[src/rtl/fp_mul_pkg.sv]
// Shared constants and helpers for the FP multiplier exponent path,
// including the shared 12-bit adder arbiter.
package fp_mul_pkg;
  localparam int ADDER_W     = 12;
  localparam int NUM_REQ_DEF = 4;
  localparam int MAX_REQ     = 8;
  localparam int BUS_W       = MAX_REQ * ADDER_W;

  typedef enum logic { EMPTY = 1'b0, FULL = 1'b1 } res_state_t;

  function automatic int id_w(input int n);
    return (n <= 2) ? 1 : $clog2(n);
  endfunction

  // Operand buses are zero-extended to the widest supported requester count.
  function automatic logic [ADDER_W-1:0] opnd_slice(input logic [BUS_W-1:0] bus,
                                                    input int idx);
    return bus[idx*ADDER_W +: ADDER_W];
  endfunction
endpackage

[src/rtl/adder12.sv]
// Existing 12-bit unsigned adder; carry out is discarded.
module adder12 (
  input  logic [11:0] a,
  input  logic [11:0] b,
  output logic [11:0] sum
);
  assign sum = a + b;
endmodule

[src/rtl/adder12_arbiter_rr_pick.sv]
// Combinational round-robin pick: first set request at or above ptr, wrapping.
module rr_pick #(
  parameter int NUM_REQ = 4,
  parameter int ID_W    = 2
) (
  input  logic [NUM_REQ-1:0] req,
  input  logic [ID_W-1:0]    ptr,
  output logic [NUM_REQ-1:0] gnt,
  output logic [ID_W-1:0]    gnt_idx
);
  logic            found;
  logic [ID_W-1:0] idx;

  always_comb begin
    gnt     = '0;
    gnt_idx = '0;
    found   = 1'b0;
    idx     = '0;
    for (int k = 0; k < NUM_REQ; k++) begin
      idx = ID_W'((int'(ptr) + k) % NUM_REQ);
      if (!found && req[idx]) begin
        gnt[idx] = 1'b1;
        gnt_idx  = idx;
        found    = 1'b1;
      end
    end
  end
endmodule

[src/rtl/adder12_arbiter.sv]
// Round-robin sharing of one adder12 among NUM_REQ requesters with a
// registered, ID-tagged result; one add per cycle under back-to-back load.
module adder12_arbiter
  import fp_mul_pkg::*;
#(
  parameter  int NUM_REQ = NUM_REQ_DEF,
  localparam int ID_W    = id_w(NUM_REQ)
) (
  input  logic                       clk,
  input  logic                       rst_n,
  input  logic [NUM_REQ-1:0]         req_valid,
  output logic [NUM_REQ-1:0]         req_ready,
  input  logic [NUM_REQ*ADDER_W-1:0] req_a,
  input  logic [NUM_REQ*ADDER_W-1:0] req_b,
  output logic                       res_valid,
  input  logic                       res_ready,
  output logic [ADDER_W-1:0]         res_sum,
  output logic [ID_W-1:0]            res_id,
  output logic                       busy
);
  res_state_t         state_q, state_d;
  logic [ID_W-1:0]    rr_ptr;
  logic [NUM_REQ-1:0] gnt;
  logic [ID_W-1:0]    gnt_idx;
  logic               can_load, xfer;
  logic [ADDER_W-1:0] op_a, op_b, sum_nxt;
  logic [BUS_W-1:0]   a_bus, b_bus;

  assign res_valid = (state_q == FULL);
  assign can_load  = !res_valid | res_ready;
  assign busy      = res_valid | (|req_valid);

  rr_pick #(.NUM_REQ(NUM_REQ), .ID_W(ID_W)) u_pick (
    .req     (req_valid),
    .ptr     (rr_ptr),
    .gnt     (gnt),
    .gnt_idx (gnt_idx)
  );

  // rst_n gates the grant so no requester is accepted while held in reset.
  assign req_ready = gnt & {NUM_REQ{can_load & rst_n}};
  assign xfer      = |req_ready;

  assign a_bus = BUS_W'(req_a);
  assign b_bus = BUS_W'(req_b);
  assign op_a  = opnd_slice(a_bus, int'(gnt_idx));
  assign op_b  = opnd_slice(b_bus, int'(gnt_idx));

  adder12 u_add (.a(op_a), .b(op_b), .sum(sum_nxt));

  always_comb begin
    state_d = state_q;
    case (state_q)
      EMPTY:   if (xfer) state_d = FULL;
      FULL:    if (!xfer && res_ready) state_d = EMPTY;
      default: state_d = EMPTY;
    endcase
  end

  always_ff @(posedge clk or negedge rst_n) begin
    if (!rst_n) begin
      state_q <= EMPTY;
      res_sum <= '0;
      res_id  <= '0;
      rr_ptr  <= '0;
    end else begin
      state_q <= state_d;
      if (xfer) begin
        res_sum <= sum_nxt;
        res_id  <= gnt_idx;
        rr_ptr  <= (int'(gnt_idx) == NUM_REQ-1) ? '0 : gnt_idx + 1'b1;
      end
    end
  end
endmodule

[config.mk]
export PLATFORM = sky130hd
export DESIGN_NAME = adder12_arbiter
export DESIGN_NICKNAME = d
export VERILOG_FILES = /design/src/rtl/fp_mul_pkg.sv /design/src/rtl/adder12.sv /design/src/rtl/adder12_arbiter_rr_pick.sv /design/src/rtl/adder12_arbiter.sv
export SDC_FILE = /design/constraint.sdc
export NUM_CORES = 1
export LEC_CHECK = 0
export ABC_CLOCK_PERIOD_IN_PS = 6300
export BUFFER_PORTS_ARGS = -buffer_cell sky130_fd_sc_hd__buf_4
export CAP_MARGIN = 40
export CELL_PAD_IN_SITES_DETAIL_PLACEMENT = 1
export CELL_PAD_IN_SITES_GLOBAL_PLACEMENT = 1
export CORE_ASPECT_RATIO = 0.75
export CORE_MARGIN = 2
export CORE_UTILIZATION = 34
export DETAILED_ROUTE_END_ITERATION = 8
export GPL_ROUTABILITY_DRIVEN = 0
export PLACE_DENSITY = 0.9
export SLEW_MARGIN = 20
export SYNTH_ARGS = -nofsm -noshare
export SYNTH_HDL_FRONTEND = slang
export SYNTH_HIERARCHICAL = 1
export SYNTH_SLANG_ARGS = --single-unit
[constraint.sdc]
create_clock -name clk -period 6.3 [get_ports clk]
set_input_delay 0.315 -clock clk [delete_from_list [all_inputs] [get_ports clk]]
set_output_delay 0.315 -clock clk [all_outputs]
set_load 0.01 [all_outputs]
Word level (Yosys, flattened, before mapping)
Index checks and enable logic that the tools add are counted.
{"block": "op_classes", "shift": 2, "mul": 1, "reduce_logical": 15, "eq_ne": 1, "add_sub_neg": 5, "magnitude_cmp": 8, "n_div": 0, "bitwise": 8, "muxes": 31}
{"operator": "$shiftx A96 B32 Y12", "count": 1}
{"operator": "$shiftx A96 B7 Y12", "count": 1}
{"operator": "$mux W4", "count": 4}
{"operator": "$mux W1", "count": 13}
{"operator": "$add A12 B12 Y12", "count": 1}
{"operator": "$lt A2 B3 Y1 const B", "count": 4}
{"operator": "$or A4 B4 Y4", "count": 3}
{"operator": "$mux W2", "count": 5}
{"operator": "$bmux W1 S2", "count": 4}
{"operator": "$demux W1 S2", "count": 4}
{"operator": "$ge A2 B1 Y1 const B", "count": 4}
{"operator": "$logic_and A1 B1 Y1", "count": 8}
{"operator": "$reduce_or A4 Y1", "count": 2}
{"operator": "$logic_not A1 Y1", "count": 5}
{"operator": "$add A2 B1 Y2 const B", "count": 2}
{"operator": "$add A2 B2 Y2 const B", "count": 2}
{"operator": "$and A4 B4 Y4", "count": 1}
{"operator": "$mul A2 B2 Y4 const B", "count": 1}
{"operator": "$eq A2 B1 Y1 const B", "count": 1}
{"operator": "$or A1 B1 Y1", "count": 2}
{"operator": "$pmux W1 S2", "count": 1}
{"operator": "$and A1 B1 Y1", "count": 1}
{"operator": "$not A1 Y1", "count": 1}
{"block": "totals", "latchBits": 0, "n_memories": 0, "out_inout_bits": 20, "ramBits": 0, "mem_bits_ro": 0, "in_bits": 103, "ff_bits": 17}

Logic depth before layout (Yosys ltp)
Gate-level depths: netlist of the first run.
{"block": "logic_depth", "word_depth": 18, "depth_mapped": 19, "mapped_depth_nobuf": 15}

By module
Netlist of the first run, hierarchy kept.
{"mod": "adder12_arbiter", "cells_each": 77, "area_per_inst_um2": 1321.3, "seq_area_each_um2": 425.4, "instances": 1}
{"mod": "adder12", "cells_each": 59, "area_per_inst_um2": 503.0, "seq_area_each_um2": 0.0, "instances": 1}
{"mod": "rr_pick", "cells_each": 65, "area_per_inst_um2": 489.2, "seq_area_each_um2": 0.0, "instances": 1}

Worst setup path after synthesis of the first run
No wires, ideal clock.
{"block": "synth_timing", "path_type": "register to register", "start": "reg rr_ptr[0]", "end": "reg res_sum[8]", "path_stages_with_launch": 19, "period_less_slack_ns": 4.953, "arrival_time_ns": 4.828, "slack_ns": 1.347, "n_path_buf": 4, "cell_sequence": "dfrtp_1 > buf_6 > buf_2 > inv_1 > ha_1 > o21ai_0 > o31ai_1 > o31a_1 > buf_2 > buf_2 > mux4_2 > ha_1 > fa_1 > a211oi_1 > o21bai_1 > a2111oi_0 > nor3_1 > xor2_1 > mux2_4"}
{"block": "synth_via", "elab_chain_len": 15}
{"element": "start, declared", "line": "adder12_arbiter.sv:22", "text": "logic [ID_W-1:0] rr_ptr;"}
{"element": "start signal, assigned", "line": "adder12_arbiter.sv:71", "text": "rr_ptr <= (int'(gnt_idx) == NUM_REQ-1) ? '0 : gnt_idx + 1'b1;"}
{"element": "parallel branches: the longest is 11 deep, another holds $add A2 B1 Y2"}
{"element": "$mux W2 (*)", "line": "adder12_arbiter_rr_pick.sv:21", "text": "if (!found && req[idx]) begin"}
{"element": "net gnt_idx[0]", "line": "adder12_arbiter.sv:24", "text": "logic [ID_W-1:0] gnt_idx;"}
{"element": "$mul A2 B2 Y4 (*)", "line": "fp_mul_pkg.sv:18", "text": "return bus[idx*ADDER_W +: ADDER_W];"}
{"element": "$shiftx A96 B7 Y12 (*)", "line": "fp_mul_pkg.sv:18"}
{"element": "net op_b[0]", "line": "adder12_arbiter.sv:26", "text": "logic [ADDER_W-1:0] op_a, op_b, sum_nxt;"}
{"element": "$add A12 B12 Y12 (*)", "line": "adder12.sv:7", "text": "assign sum = a + b;"}
{"element": "net sum_nxt[8]", "line": "adder12_arbiter.sv:26"}
{"element": "end signal, assigned", "line": "adder12_arbiter.sv:69", "text": "res_sum <= sum_nxt;"}
{"element": "end, declared", "line": "adder12_arbiter.sv:17", "text": "output logic [ADDER_W-1:0] res_sum,"}
Mark *: on every way through the listed nets, which the timed path passes. The select of a mux whose other input is x is not followed.
A chain may end at the register's enable or synchronous reset.

Worst setup path in the final report of the first run
{"block": "layout_timing", "start": "reg rr_ptr[0]", "end": "reg res_sum[8]"}
{"block": "layout_via", "elab_chain_len": 15}
{"element": "parallel branches: the longest is 11 deep, another holds $add A2 B1 Y2"}
{"element": "$mux W2 (*)", "line": "adder12_arbiter_rr_pick.sv:21"}
{"element": "net gnt_idx[0]", "line": "adder12_arbiter.sv:24"}
{"element": "$mul A2 B2 Y4 (*)", "line": "fp_mul_pkg.sv:18"}
{"element": "$shiftx A96 B32 Y12 (*)", "line": "fp_mul_pkg.sv:18"}
{"element": "net op_a[2]", "line": "adder12_arbiter.sv:26"}
{"element": "$add A12 B12 Y12 (*)", "line": "adder12.sv:7"}
{"element": "net sum_nxt[8]", "line": "adder12_arbiter.sv:26"}
Marked as above.

==> flow_summary_export.csv, run 1 <==
group,metric,value,unit
status,outcome,"finished clean",
logic_synthesis,syn-num-nets,322,
floorplanning,start_util,35.90,%
global_routing,met2_usage,34.08,%
detailed_routing,wirelength,7604,um
timing,skew,0.002088,ns
logic_synthesis,syn_inst,201,
timing,max_slew_margin,52.78,%
power,p_leak,1.537,nW
critical_path,arrival,5.60,ns
clock_network,clock-sinks,17,
global_routing,global_route.usage.total,19.68,%
global_routing,grt_pass1_wl,11500,um
logic_synthesis,synthFlopType,"dfrtp_1",
clock_network,cts_hold_buffers,1,
floorplanning,rows,25,
logic_synthesis,ys_ff_latch,17,
layout,area_growth,43.75,%
logic_synthesis,synth-edff-count,0,
floorplanning,ioPinCount,123,
clock_network,cts_root_buf,"clkbuf_8",
timing,clock.fmax,0.1833,GHz
logic_synthesis,synth_common_cells,"mux4_2, dfrtp_1, ha_1",
placed_design,hpwl,6479,um
floorplanning,core,6444,sq um
logic_synthesis,synth_most_common_cell,"mux4_2",
logic_synthesis,synth_cell_type_count,50,
clock_network,cts-buffers-inserted,3,
clock_network,clk_latency,0.26,ns
critical_path,path_cells,"inv_1 -> ha_1 -> o21ai_0 -> o31ai_1 -> o31a_2 -> buf_4 -> mux4_2 -> ha_1 -> a211oi_1 -> o21bai_1 -> a2111oi_0 -> nor3_1 -> xor2_1 -> mux2_4",
timing,finalHoldViolations,0,
global_routing,grt_util_met3,2.294,%
floorplanning,die-area,7487,sq um
detailed_routing,num_vias,2213,
floorplanning,die_h,75.44,um
global_routing,grt_max_degree,24,
min_path,hold_path_class,"primary input to register",
critical_path,slowest_stage,"dfrtp_1",
detailed_routing,wl_per_cell,19.20,um
detailed_routing,via_per_inst,5.588,
clock_network,htreeDepth,1,
timing,fin_crit,5.455,ns
logic_synthesis,avgSynthCellArea,11.51,sq um
placed_design,port_buffers,122,
logic_synthesis,synthesis.area,2313,sq um
clock_network,cts_tree,"done",
power,p_total,2.611,mW
timing,setup-tns-final,0,ns
critical_path,max_stage_delay,0.75,ns
critical_path,cp_common_cell,"ha_1",
logic_synthesis,yosysTopAreaCell,"mux4_2",
detailed_routing,drt-initial-drc-count,47,
global_routing,grt_busiest_layer,"met2",
power,ir_drop,279.6,uV
logic_synthesis,yosys-top-cells-area,"mux4_2, dfrtp_1, ha_1, mux2_4, mux2_2",
critical_path,critPathLaunchType,"register",
timing,worstMarginPinSlew,0.7023,ns
detailed_routing,drcViolationCount,0,
global_routing,grt_use_met1,26.61,%
global_routing,antenna_found_initial,0,
layout,drive_gt1_share,59.37,%
layout,final_nets,437,
critical_path,path_class,"register to register",
timing,finalCritPeriodShare,86.59,%
timing,finalMaxSlewViolations,0,
critical_path,crit_buf_inv,2,
layout,num_antenna_cells,0,
critical_path,cp-end-kind,"register",
critical_path,cp_max_fo,23,
clock_network,cts-resized-gates,0,
logic_synthesis,synth-warning-count,6,
global_routing,grt_remaining_overflow,0,
clock_network,post_cts_buffers,0,
logic_synthesis,synth_top_area_share,26.28,%
timing,setup_viol,0,
critical_path,path_delay_family,"compound AO/OA/AOI/OAI gates",
power,p_per_area,785.1,nW/um^2
detailed_routing,first_pass_iters,4,
timing,whs,0.4731,ns
floorplanning,die_x,99.25,um
logic_synthesis,ys_seq_area_share,18.39,%
logic_synthesis,async_reset_ff_share,100.0,%
clock_network,path_clk_slew,0.07,ns
run,cap_violations,0,
global_routing,grt_pass1_vias,2278,
critical_path,required,6.45,ns
clock_network,clock_path_buffers,2,
detailed_routing,antenna_left,0,
timing,rsz0062_at_grt,"false",
## stage by stage
stage	cell area (sq um)	utilization, %	instances	worst slack (ns)
floorplan	2313	-	201	1.347
global placement	3269	50.74	391	1.160
detailed placement	3269	50.74	391	0.9367
CTS	3326	51.61	396	0.8817
global route	3326	51.61	396	0.4589
finish	3326	51.61	396	0.8446
## flip-flops by register name (all words and copies together), names as in the netlist
register / cells
res_sum: 12
res_valid: 1
res_id: 2
rr_ptr: 2
## cell type report
cell class                      count  area (sq um)
Timing Repair Buffer              125         940.9
Clock buffer                        3         41.29
Tap cell                           81         101.3
Fill cell                         744          3118
Sequential cell                    17         425.4
Inverter                            3         11.26
Multi-Input combinational cell    166          1800
Clock inverter                      1         5.005
## power by group
| part | switching (mW) | total (mW) | internal [mW] | leakage (nW) |
|---|---|---|---|---|
| logic | 1.13 | 2.28 | 1.16 | 1.31 |
| registers | 0.0652 | 0.242 | 0.177 | 0.201 |
| clock network | 0.0407 | 0.0848 | 0.0440 | 0.0255 |
| total | 1.23 | 2.61 | 1.38 | 1.54 |
## cells by family (layout without fill, tap and decap cells)
kind of cell / count (synthesis) / count (layout) / synth area share, %
multiplexers: 45 / 45 / 36.40
flip-flops: 17 / 17 / 18.39
buffers and inverters: 18 / 132 / 4.488
XOR/XNOR: 11 / 11 / 4.164
adder cells (fa/ha/maj): 18 / 18 / 10.06
AO/OA/AOI/OAI: 42 / 42 / 13.68
AND/OR/NAND/NOR: 50 / 50 / 12.82
## metal layers
| layer | share of wire (%) | vias up |
|---|---|---|
| met2 | 50 | 89 |
| met3 | 5.4 | 7 |
| li1 | - | 1022 |
| met4 | 1.2 | 0 |
| met1 | 43 | 1095 |
| met5 | 0 | - |
## placed cells by master, fill, tap and decap left out, types with 2 or more instances in the layout
cell type / n
and3b_1: 2
a221o_2: 4
o21ai_0: 10
nand4_1: 3
clkbuf_8: 3
a21o_1: 3
and2_1: 2
ha_1: 17
inv_1: 3
o21bai_1: 2
nand2_1: 13
mux2_4: 9
and3_1: 4
nor2_1: 7
nand2b_1: 3
a211oi_1: 2
mux4_2: 27
dfrtp_1: 17
nor3_1: 4
buf_4: 124
mux2i_1: 2
xor2_1: 4
nor3b_1: 2
xnor2_1: 7
a21oi_1: 9
or3_1: 2
mux2_2: 7
## worst paths after layout
path / start / endpoint / slack, ns / cells after the start
max: rr_ptr[0] / res_sum[8] / 0.84 / 14
min: res_ready / res_valid / 0.47 / 3
max reg2reg: rr_ptr[0] / res_sum[8] / 0.84 / 14
min reg2reg: res_sum[7] / res_sum[7] / 0.52 / 1
max in group asynchronous: rst_n / res_sum[8] / 5.60 / 2
min in group asynchronous: rst_n / res_sum[0] / 0.49 / 2
## worst reg2reg max path, delay by kind of cell (launching register included)
| kind | cells | cell delay, ns |
|---|---|---|
| AOI/OAI and AO/OA | 6 | 1.99 |
| muxes | 2 | 0.84 |
| xor gates and xnor gates | 1 | 0.16 |
| buffers and inverters | 2 | 0.61 |
| DFF | 1 | 0.75 |
| adders and majority gates | 2 | 0.86 |
| and+or+nand+nor | 1 | 0.13 |
Power figures use the tool's default switching activity.
==> inputs of run 2 (changes only) <==
CELL_PAD_IN_SITES_DETAIL_PLACEMENT = default   (was 1)
CELL_PAD_IN_SITES_GLOBAL_PLACEMENT = default   (was 1)
CORE_UTILIZATION = 46   (was 34)
==> run 2 against run 1 <==
Hold slack better by 0.0028 ns. Design area is 1.1% lower. Clock-buffer cell count stayed put. Clock skew is 0.00051 ns lower. Sequential power hardly changed. Highest routed layer unchanged. Combinational power is 4% lower. Global-route usage is 3.0 points higher. Largest cell class unchanged. Largest power group unchanged. Setup slack better by 0.036 ns. Register-to-register slack better by 0.04 ns. Final cell count is 5.3% lower. Via count is 2.3% lower.
==> flow_summary_export.csv, run 2 (same netlist as run 1, synthesis figures left out) <==
group,metric,value,unit
layout,top_regs,"res_sum x12, res_id x2, rr_ptr x2",
layout,final_nets,437,
power,ir_drop,477.1,uV
detailed_routing,first_pass_iters,6,
clock_network,clock_path_buffers,2,
detailed_routing,antenna_left,0,
detailed_routing,via_per_inst,5.763,
global_routing,grt_pass1_vias,2100,
power,p_leak,1.536,nW
clock_network,cts_tree,"done",
critical_path,required,6.44,ns
floorplanning,die_h,65.42,um
floorplanning,die-area,5618,sq um
layout,drive_gt1_share,59.37,%
global_routing,antenna_found_initial,0,
timing,max_slew_margin,56.46,%
placed_design,port_buffers,122,
clock_network,cts-buffers-inserted,3,
timing,finalCritPeriodShare,86.02,%
detailed_routing,wl_per_cell,16.74,um
critical_path,cp_max_fo,19,
min_path,hold_path_class,"primary input to asynchronous set/reset pin",
timing,fin_crit,5.419,ns
layout,fin_util,67.54,%
floorplanning,ioPinCount,123,
timing,clock.fmax,0.1845,GHz
critical_path,r2r_start,"rr_ptr[0]",
detailed_routing,drt-initial-drc-count,143,
floorplanning,die_x,85.89,um
layout,final_cell_mix,"buf_4, mux4_2, ha_1, dfrtp_1, nand2_1",
timing,worstMarginPinSlew,0.6476,ns
layout,final_common_cell,"buf_4",
placed_design,hpwl,5387,um
layout,regMostFlops,"res_sum",
clock_network,htreeDepth,1,
critical_path,arrival,5.56,ns
layout,fin_area,3291,sq um
critical_path,r2r_slack,0.88,ns
timing,setup_viol,0,
global_routing,global_route.usage.total,22.69,%
critical_path,path_class,"register to register",
detailed_routing,wirelength,6278,um
layout,fill_cells,342,
clock_network,cts_root_buf,"clkbuf_8",
global_routing,grt_max_degree,27,
floorplanning,start_util,47.48,%
timing,setup-tns-final,0,ns
detailed_routing,drcViolationCount,0,
clock_network,path_clk_slew,0.06,ns
detailed_routing,num_vias,2161,
critical_path,cp-end-kind,"register",
critical_path,crit_path_start,"rr_ptr[0]",
placed_design,placed_area,3234,sq um
timing,whs,0.4759,ns
timing,skew,0.001575,ns
clock_network,clock-sinks,17,
timing,finalMaxSlewViolations,0,
layout,num_antenna_cells,0,
global_routing,grt_pass1_wl,9977,um
global_routing,grt_remaining_overflow,0,
critical_path,rr_endpoint,"res_sum[8]",
timing,finalHoldViolations,0,
status,outcome,"finished clean",
critical_path,reg2reg_depth,14,
run,cap_violations,0,
layout,largest_reg_flops,12,
critical_path,critPathLaunchType,"register",
layout,area_growth,42.24,%
clock_network,clk_latency,0.25,ns
power,p_total,2.523,mW
floorplanning,rows,22,
power,p_per_area,766.7,nW/um^2
floorplanning,core,4872,sq um
timing,rsz0062_at_grt,"false",
[run 2: repair_timing]
action,4_1_cts,5_1_grt
endpoints found under the hold margin,17,0
gates resized for setup,0,0
hold buffers,1,0
setup buffers,0,0
[run 2: worst max-delay path by stage]
stage	end	cells after the start
6_report	res_sum[8]	14
3_5_place_dp	res_sum[8]	14
2_1_floorplan	res_sum[8]	18
3_3_place_gp	res_sum[8]	14
4_1_cts	res_sum[8]	14
5_1_grt	res_sum[8]	14
[run 2: power breakdown]
part           total [mW]  internal (mW)  switching (mW)
Combinational        2.20           1.15            1.05
Clock              0.0796         0.0439          0.0357
Sequential          0.241          0.177          0.0639
Total                2.52           1.37            1.15
[run 2: critical path: stages (launching register included)]
cell and delay, ns:
dfrtp_1 0.73, inv_1 0.18, ha_1 0.45, o21ai_0 0.13, o31ai_1 0.56, o31a_2 0.53
buf_4 0.36, mux4_2 0.54, ha_1 0.38, a211oi_1 0.32, o21bai_1 0.14, a2111oi_0 0.43
nor3_1 0.13, xor2_1 0.15, mux2_4 0.27
[run 2: cell type report]
cell class | count | area, sq um | share of cell area, %
multi-input combinational | 166 | 1792 | 54.45
tap | 60 | 75.07 | 2.281
timing repair buffer | 125 | 940.9 | 28.59
sequential | 17 | 425.4 | 12.93
clock buffer | 3 | 41.29 | 1.255
inverter | 3 | 11.26 | 0.3422
clock inverter | 1 | 5.005 | 0.1521
[run 2: metrics by stage]
step	setup slack (ns)	std cells
after floorplan	1.347	201
after detailed placement	0.8509	370
after CTS	0.8234	375
after global routing	0.3780	375
after global placement	1.129	370
final	0.8810	375
[run 2: routing by layer]
layer | track usage (%) | part of all wire [%]
met4 | 4.365 | 0.61
met2 | 38.28 | 50
met3 | 3.266 | 6.4
met5 | 0 | 0
met1 | 31.47 | 43
==> inputs of run 3 (changes only) <==
CORE_ASPECT_RATIO = 1.4   (was 0.75)
==> run 3 against run 2 <==
Clock power up 2.5%. Sequential cell count did not move. Sequential power grew 2%. Fmax shrank 4.2%. Design area increased by 0.15%. Register-to-register slack got worse by 0.24 ns. Final cell count is 1.1% higher. Setup slack got worse by 0.24 ns. Sequential share of layout area about the same. Clock skew is 0.00066 ns lower. Non-clock buffer count stayed put. Critical path type unchanged.
==> flow_summary_export.csv, run 3 (same netlist as run 1, synthesis figures left out) <==
group,metric,value,unit
status,outcome,"finished clean",
power,p_total,2.560,mW
detailed_routing,drcViolationCount,0,
clock_network,cts_hold_buffers,1,
floorplanning,die_h,87.91,um
critical_path,r2r_start,"rr_ptr[0]",
critical_path,r2r_slack,0.64,ns
critical_path,arrival,5.80,ns
layout,regMostFlops,"res_sum",
critical_path,critPathLaunchType,"register",
detailed_routing,wirelength,7162,um
timing,rsz0062_at_grt,"false",
clock_network,clk_latency,0.25,ns
floorplanning,die-area,5621,sq um
layout,fin_util,68.06,%
clock_network,cts_root_buf,"clkbuf_8",
detailed_routing,top_layer_used,"met4",
timing,skew,0.0009157,ns
layout,seq_area,425.4,sq um
layout,fill_cells,327,
layout,fin_area,3296,sq um
clock_network,cts-resized-gates,0,
power,ir_drop,531.7,uV
timing,setup_viol,0,
layout,top_regs,"res_sum x12, res_id x2, rr_ptr x2",
clock_network,cts_tree,"done",
placed_design,port_buffers,122,
clock_network,clock-sinks,17,
detailed_routing,wl_met2,3810,um
power,pwr-share-clk,3.2,%
detailed_routing,wl_per_cell,18.90,um
floorplanning,rows,30,
layout,num_antenna_cells,0,
timing,finalCritPeriodShare,89.81,%
global_routing,grt_pass1_wl,11220,um
layout,final_common_cell,"buf_4",
global_routing,global_route.usage.total,25.96,%
layout,final_cell_mix,"buf_4, mux4_2, ha_1, dfrtp_1, nand2_1",
layout,multiInputGateArea,1792,sq um
critical_path,required,6.44,ns
floorplanning,core,4842,sq um
clock_network,clock_path_buffers,2,
global_routing,antenna_found_initial,0,
detailed_routing,wirelength_met1,2563,um
global_routing,grt_remaining_overflow,0,
power,swShare,46.24,%
detailed_routing,num_vias,2287,
run,cap_violations,0,
global_routing,grt_max_degree,23,
floorplanning,ioPinCount,123,
critical_path,path_class,"register to register",
floorplanning,start_util,47.78,%
clock_network,path_clk_slew,0.07,ns
detailed_routing,via_per_inst,6.034,
global_routing,grt_pass1_vias,2382,
timing,fin_crit,5.658,ns
layout,largest_reg_flops,12,
power,p_leak,1.536,nW
timing,clock.fmax,0.1767,GHz
layout,final_nets,437,
timing,finalHoldViolations,0,
clock_network,htreeDepth,1,
placed_design,placed_area,3239,sq um
power,pwr-share-comb,87.3,%
layout,drive_gt1_share,59.37,%
power,p_per_area,776.9,nW/um^2
clock_network,cts-buffers-inserted,3,
detailed_routing,route.met3.wl,600,um
power,switchingPower,1.184,mW
power,p_int,1.377,mW
detailed_routing,drt-initial-drc-count,191,
critical_path,crit_path_start,"rr_ptr[0]",
critical_path,cp_max_fo,19,
critical_path,cp-end-kind,"register",
clock_network,post_cts_buffers,0,
layout,area_growth,42.46,%
detailed_routing,first_pass_iters,4,
timing,finalMaxSlewViolations,0,
floorplanning,die_x,63.94,um
detailed_routing,antenna_left,0,
critical_path,reg2reg_depth,14,
placed_design,hpwl,5986,um
timing,worstMarginPinSlew,0.6871,ns
min_path,hold_path_class,"primary input to asynchronous set/reset pin",
timing,max_slew_margin,53.80,%
timing,setup-tns-final,0,ns
power,power_frac_seq,9.6,%
critical_path,rr_endpoint,"res_sum[8]",
## run 3: power groups by stage
stage | combinational [mW] | sequential, mW | clock [mW]
global route | 2.41 | 0.253 | 0.0858
floorplan | 1.75 | 0.235 | 0
global placement | 2.08 | 0.243 | 0
CTS | 2.21 | 0.246 | 0.0818
detailed placement | 2.19 | 0.247 | 0
finish | 2.23 | 0.245 | 0.0816
## run 3: per-stage QoR
stage,setup WS [ns],cells,hold slack (ns)
3_5_place_dp,0.8721,374,0.2112
4_1_cts,0.8330,379,0.4741
2_1_floorplan,1.347,201,0.01941
3_3_place_gp,1.163,374,0.2046
5_1_grt,0.4030,379,0.5315
6_report,0.6418,379,0.4751
## run 3: critical path, stage by stage (launching register included)
cell and delay [ns]:
dfrtp_1 0.74, inv_1 0.18, ha_1 0.45, o21ai_0 0.12
o31ai_1 0.58, o31a_2 0.51, mux4_2 0.57, ha_1 0.24
fa_1 0.43, a211oi_1 0.37, o21bai_1 0.16, a2111oi_0 0.56
nor3_1 0.16, xor2_1 0.17, mux2_4 0.27
## run 3: worst max-delay path by stage
stage,endpoint,slack (ns),cells past startpoint
final,res_sum[8],0.64,14
after global routing,res_sum[8],0.40,14
after CTS,res_sum[8],0.83,14
after detailed placement,res_sum[8],0.87,14
after global placement,res_sum[8],1.16,14
after floorplan,res_sum[8],1.35,18
## run 3: routing by layer
metal	global-route usage, %	vias to the layer above
li1	-	1024
met1	29.17	1109
met2	47.06	135
met3	6.170	19
met4	10.47	0
met5	0	-
## run 3: final cells by class
| type | instances | share of cell area (%) |
|---|---|---|
| multi-input combinational | 166 | 54.37 |
| timing repair buffer | 125 | 28.55 |
| inverter | 3 | 0.3417 |
| sequential | 17 | 12.91 |
| clock inverter | 1 | 0.1519 |
| tap | 64 | 2.430 |
| clock buffer | 3 | 1.253 |
